==> src/rtl/seven_seg_pkg.sv <==
`default_nettype none
// ============================================================================
// Module      : seven_seg_pkg
// Description : Shared constants and types for the seven-segment display
//               paths: active-low hex glyph table, blank/off codes, default
//               scan timing and the scan slot phase type.
// Revision    : 1.0 - initial release
// ============================================================================
package seven_seg_pkg;

    // Default scan timing: 1 ms digit slot at 100 MHz, 16-cycle anti-ghost gap
    localparam int c_scan_div_dflt    = 100000;
    localparam int c_blank_cyc_dflt   = 16;
    localparam int c_blink_slots_dflt = 256;

    // All segments off (active-low, dp included) and all anodes disabled
    localparam logic [7:0] SEG_BLANK = 8'hFF;
    localparam logic [3:0] AN_OFF    = 4'hF;

    // Active-low {g,f,e,d,c,b,a} glyphs for 0..F (dp is appended separately)
    localparam logic [6:0] c_hex_seg7 [16] = '{
        7'h40, 7'h79, 7'h24, 7'h30, 7'h19, 7'h12, 7'h02, 7'h78,
        7'h00, 7'h10, 7'h08, 7'h03, 7'h46, 7'h21, 7'h06, 7'h0E
    };

    // Phase within a digit slot
    typedef enum logic [0:0] {
        ST_BLANK = 1'b0,
        ST_SHOW  = 1'b1
    } scan_state_t;

endpackage
`default_nettype wire

==> src/rtl/hex_to_seg7.sv <==
`default_nettype none
// ============================================================================
// Module      : hex_to_seg7
// Description : Combinational nibble to active-low seven-segment glyph
//               decoder, {g,f,e,d,c,b,a}. Shared by several display paths.
// Revision    : 1.0 - initial release
// ============================================================================
module hex_to_seg7
    import seven_seg_pkg::*;
(
    input  logic [3:0] i_nibble,
    output logic [6:0] o_seg7
);

    // Table lookup of the glyph for the incoming nibble
    always_comb begin
        o_seg7 = c_hex_seg7[i_nibble];
    end

endmodule
`default_nettype wire

==> src/rtl/seven_seg_scan_driver.sv <==
`default_nettype none
// ============================================================================
// Module      : seven_seg_scan_driver
// Description : Time-multiplexed 4-digit common-anode seven-segment driver.
//               One digit per slot, anti-ghost blank interval at slot start,
//               blink gating, registered anode/segment pins.
// Revision    : 1.0 - initial release
// ============================================================================
module seven_seg_scan_driver
    import seven_seg_pkg::*;
#(
    parameter int SCAN_DIV    = c_scan_div_dflt,
    parameter int BLANK_CYC   = c_blank_cyc_dflt,
    parameter int BLINK_SLOTS = c_blink_slots_dflt
)(
    input  logic        clk,
    input  logic        rst,
    input  logic [31:0] disp_num,
    input  logic [3:0]  point,
    input  logic [3:0]  blink,
    input  logic        page,
    output logic [3:0]  an,
    output logic [7:0]  seg
);

    localparam int c_cnt_w  = (SCAN_DIV    > 1) ? $clog2(SCAN_DIV)    : 1;
    localparam int c_slot_w = (BLINK_SLOTS > 1) ? $clog2(BLINK_SLOTS) : 1;

    localparam logic [c_cnt_w-1:0]  c_cnt_last   = c_cnt_w'(SCAN_DIV - 1);
    localparam logic [c_cnt_w-1:0]  c_blank_end  = c_cnt_w'(BLANK_CYC);
    localparam logic [c_cnt_w-1:0]  c_blank_last = c_cnt_w'(BLANK_CYC - 1);
    localparam logic [c_slot_w-1:0] c_slot_last  = c_slot_w'(BLINK_SLOTS - 1);

    logic [c_cnt_w-1:0]  r_cnt;
    logic [1:0]          r_dig;
    logic [c_slot_w-1:0] r_slot_cnt;
    logic                r_blink_ph;

    scan_state_t         w_state;
    logic                w_wrap;
    logic                w_snap;
    logic                w_gate;
    logic [3:0]          w_nibble;
    logic [6:0]          w_seg7;

    // Slot phase decode and the two edges that change the pins
    always_comb begin
        w_state  = (r_cnt < c_blank_end) ? ST_BLANK : ST_SHOW;
        w_wrap   = (r_cnt == c_cnt_last);
        w_snap   = (w_state == ST_BLANK) && (r_cnt == c_blank_last);
        w_gate   = blink[r_dig] & r_blink_ph;
        w_nibble = disp_num[{page, r_dig, 2'b00} +: 4];
    end

    hex_to_seg7 u_hex_to_seg7 (
        .i_nibble (w_nibble),
        .o_seg7   (w_seg7)
    );

    // Slot counter, digit index, blink slot counter and blink phase
    always_ff @(posedge clk) begin
        if (!rst) begin
            r_cnt      <= '0;
            r_dig      <= 2'd0;
            r_slot_cnt <= '0;
            r_blink_ph <= 1'b0;
        end else if (w_wrap) begin
            r_cnt <= '0;
            r_dig <= r_dig + 2'd1;
            if (r_slot_cnt == c_slot_last) begin
                r_slot_cnt <= '0;
                r_blink_ph <= ~r_blink_ph;
            end else begin
                r_slot_cnt <= r_slot_cnt + c_slot_w'(1);
            end
        end else begin
            r_cnt <= r_cnt + c_cnt_w'(1);
        end
    end

    // Pin registers double as the slot snapshot: loaded once from the inputs
    // at the end of the blank interval and held until the slot wraps
    always_ff @(posedge clk) begin
        if (!rst) begin
            an  <= AN_OFF;
            seg <= SEG_BLANK;
        end else if (w_wrap) begin
            an  <= AN_OFF;
            seg <= SEG_BLANK;
        end else if (w_snap) begin
            if (w_gate) begin
                an  <= AN_OFF;
                seg <= SEG_BLANK;
            end else begin
                an  <= ~(4'b0001 << r_dig);
                seg <= {point[r_dig], w_seg7};
            end
        end
    end

endmodule
`default_nettype wire

==> config.mk <==
export PLATFORM = sky130hd
export DESIGN_NAME = seven_seg_scan_driver
export DESIGN_NICKNAME = d
export VERILOG_FILES = /design/src/rtl/seven_seg_pkg.sv /design/src/rtl/hex_to_seg7.sv /design/src/rtl/seven_seg_scan_driver.sv
export SDC_FILE = /design/constraint.sdc
export NUM_CORES = 1
export LEC_CHECK = 0
export ABC_CLOCK_PERIOD_IN_PS = 5040
export BUFFER_PORTS_ARGS = -buffer_cell sky130_fd_sc_hd__buf_2
export CAP_MARGIN = 5
export CORE_AREA = 5 5 81 64
export CTS_CLUSTER_SIZE = 12
export DETAILED_ROUTE_END_ITERATION = 6
export DIE_AREA = 0 0 86 69
export GPL_TIMING_DRIVEN = 0
export PLACE_DENSITY = 0.8
export SLEW_MARGIN = 20
export SYNTH_ARGS = -nofsm -noshare
export SYNTH_HDL_FRONTEND = slang
export SYNTH_SLANG_ARGS = --single-unit
==> constraint.sdc <==
create_clock -name clk -period 5.04 [get_ports clk]
set_clock_uncertainty 0.15 [all_clocks]
set_input_delay 1.008 -clock clk [delete_from_list [all_inputs] [get_ports clk]]
set_output_delay 1.008 -clock clk [all_outputs]
set_load 0.02 [all_outputs]
==> flow_summary.yaml <==
synthesis:
  synth_area_leader_cell: "dfxtp_1"
  synthesis.nets: 300
  syn_inst: 245
  ys_seq_elements: 40
  yosysTopAreaCellShare_pct: 34.99
  netlist_top_cells_area: "dfxtp_1, ha_1, mux4_2"
  syn_avg_cell_area_um2: 9.341
  synth-edff-count: 0
  synth_warnings: 0
  synth_cell_types: 43
  syn-cell-area_um2: 2288
  ys_seq_area_share_pct: 34.99
  async_flop_share_pct: 0
  synth_top_flop_cell: "dfxtp_1"
sta:
  post-route-period-util_pct: 57.62
  final-hold-violation-count: 0
  max-slew-margin-rel_pct: 49.97
  grt_setup_unrepaired: "no"
  finalSetupTns_ps: 0
  tightest_slew_ps: 743.6
  finalMaxSlewViolations: 0
  fmax_mhz: 344.4
  final-setup-viol-count: 0
  whs_ps: 338.3
  period_needed_ps: 2904
placement:
  io_buffers: 54
  dp_cells: 356
  dp_hpwl_um: 3900
  gp_congestion: 0.8225
clock_network:
  cts_root_buffer: "clkbuf_8"
  cts_tree: "yes"
  max-clock-path-buffers: 2
  clock-sinks: 40
  clock_latency_ps: 290
  cts_buffers: 5
  cts_resized: 0
  clk_pin_slew_worst_paths_ps: 80
  postCtsSetupRepairBufs: 0
  h-tree-depth: 2
  cts.hold.buffers_added: 0
global_route:
  grt_pass1_wl_um: 8583
  grt_pass1_vias: 1905
  grt_max_degree: 13
  gr-usage-all-layers_pct: 17.75
  grt_overflow_total: 0
  antenna_found_initial: 0
die:
  die_h_um: 69
  die_x_um: 86
  design.die.area_um2: 5934
  core_um2: 4335
  rows: 21
  start_util_pct: 52.78
  io_pins: 55
setup_path:
  worstSetupPathType: "input port to flip-flop"
  crit_family: "multiplexers"
  critical_path.max_fanout: 6
  critPathSlowestCell: "mux4_1"
  cpPeakStageDelay_ps: 500
  worst-path-buf-inv: 2
  arrival_ps: 2910
  path_cells: "buf_2, mux4_1, mux2_2, inv_1, ha_1, nor2_1, a2111oi_0, o31ai_1"
  critical_path_required_ps: 5050
  crit_path_start_kind: "input port"
  end_kind: "flip-flop"
pwr:
  p_per_area_nw_per_um2: 234.2
  p_int_uw: 497.6
  p_seq_share_pct: 49.9
  p_comb_share_pct: 10.0
  p_total_uw: 641.2
  p_switching_uw: 143.6
  ir_worst_vdd_uv: 149.5
  p_leak_uw: 0.001088
  netSwitchingFraction_pct: 22.40
  pwr-share-clk_pct: 40.1
layout:
  fin_cells: 364
  drive_gt1_share_pct: 26.38
  syn2layout_area_growth_pct: 19.63
  fillCellCount: 386
  diodes: 0
  final_nets: 361
route:
  dr.pass1.iters: 4
  wire_per_inst_um: 13.97
  drc_errors: 0
  routed_wl_um: 5086
  dr.first_iter.drc_count: 85
  vias: 1967
  via_per_inst: 5.404
  final_antenna_net_count: 0
run_status:
  status: "finished clean"
run:
  drv_cap: 0
worst_hold_path:
  hold_path_class: "flip-flop to flip-flop"
-- flip-flops by register name, summed over array words and instances (netlist names) --
register    count
r_cnt          17
seg             8
r_blink_ph      1
r_slot_cnt      8
an              4
r_dig           2
-- placed cells by master (no fill, tap or decap), drive strengths merged, types with 2 or more instances in the layout --
cell     instances
or3              2
inv             12
and2             7
buf             59
a2111oi          3
o21ai            7
nor2            34
nand3           15
mux2             4
a31oi            3
a221oi           2
xnor2           11
a21boi           3
nor3            10
mux4            10
o22ai            5
and3             4
nor4             5
mux2i            4
clkbuf          10
nand4            5
nand2           19
xor2            12
ha              12
dfxtp           40
-- power groups by stage --
stage / clock network (uW) / registers [uW] / logic (uW)
after floorplan: 0 / 327 / 39.5
after global placement: 0 / 327 / 61.6
after detailed placement: 0 / 327 / 64.0
after CTS: 266 / 320 / 64.2
after global routing: 279 / 320 / 71.0
final: 257 / 320 / 64.3
-- stage by stage --
step                utilization, %  instance area, um2  setup WS, ps
global placement             60.66                2630          1923
CTS                          63.15                2738          2172
detailed placement           60.66                2630          1853
floorplan                        -                2288          2126
finish                       63.15                2738          2136
global route                 63.15                2738          1966
-- final timing paths --
check,startpoint,cells past startpoint,slack [ps],to
hold / removal,an[2],2,340,an[2]
setup / recovery,disp_num[5],8,2140,seg[3]
setup reg to reg,r_dig[0],8,2290,seg[3]
hold reg to reg,an[2],2,340,an[2]
-- cell type report --
type	instances	area (um2)	share of cell area, %
inverters	12	45.04	1.645
well taps	57	71.32	2.605
multi-input cells	184	1394	50.91
clock inverters	2	35.03	1.280
clock buffers	6	72.57	2.651
repair buffers	54	270.3	9.872
flip-flops and latches	40	800.8	29.25
plain buffers	9	48.80	1.782
-- synthesized netlist by cell type (2+ instances only) --
| cell type | number |
|---|---|
| nand3_1 | 15 |
| or3_1 | 2 |
| mux4_2 | 6 |
| mux4_1 | 4 |
| xnor2_1 | 11 |
| clkbuf_1 | 4 |
| and3_1 | 4 |
| o22ai_1 | 5 |
| nor4_1 | 5 |
| nor2_1 | 33 |
| mux2i_1 | 2 |
| inv_1 | 11 |
| nand4_1 | 5 |
| mux2_2 | 2 |
| dfxtp_1 | 40 |
| o21ai_1 | 6 |
| a21boi_0 | 2 |
| nor3_1 | 10 |
| a31oi_1 | 3 |
| ha_1 | 12 |
| buf_2 | 3 |
| and2_1 | 7 |
| nand2_1 | 19 |
| a2111oi_0 | 2 |
| xor2_1 | 12 |
| mux2_4 | 2 |
| a221oi_1 | 2 |
-- tightest hold or removal path, cell delays in order, from the launching register on --
cell and delay [ps]:
dfxtp_1 330, o22ai_1 80, nand2_1 60
-- layer usage --
metal  share of wire, %  routed length [um]  GRT usage [%]
met1                 49                2475          25.22
met2                 46                2324          26.18
met3                4.4                 226          4.167
met4                1.2                  59          6.151
met5                  0                   0              0
-- kinds of logic after synthesis --
group,count (synthesis),synth area share (%)
compound gates,28,9.022
buf+inv,21,4.100
mux,18,15.25
xor+xnor,23,8.802
simple gates,103,21.27
flops,40,34.99
fa+ha+maj,12,6.561
Note: power is estimated with default switching activity, not from simulation.
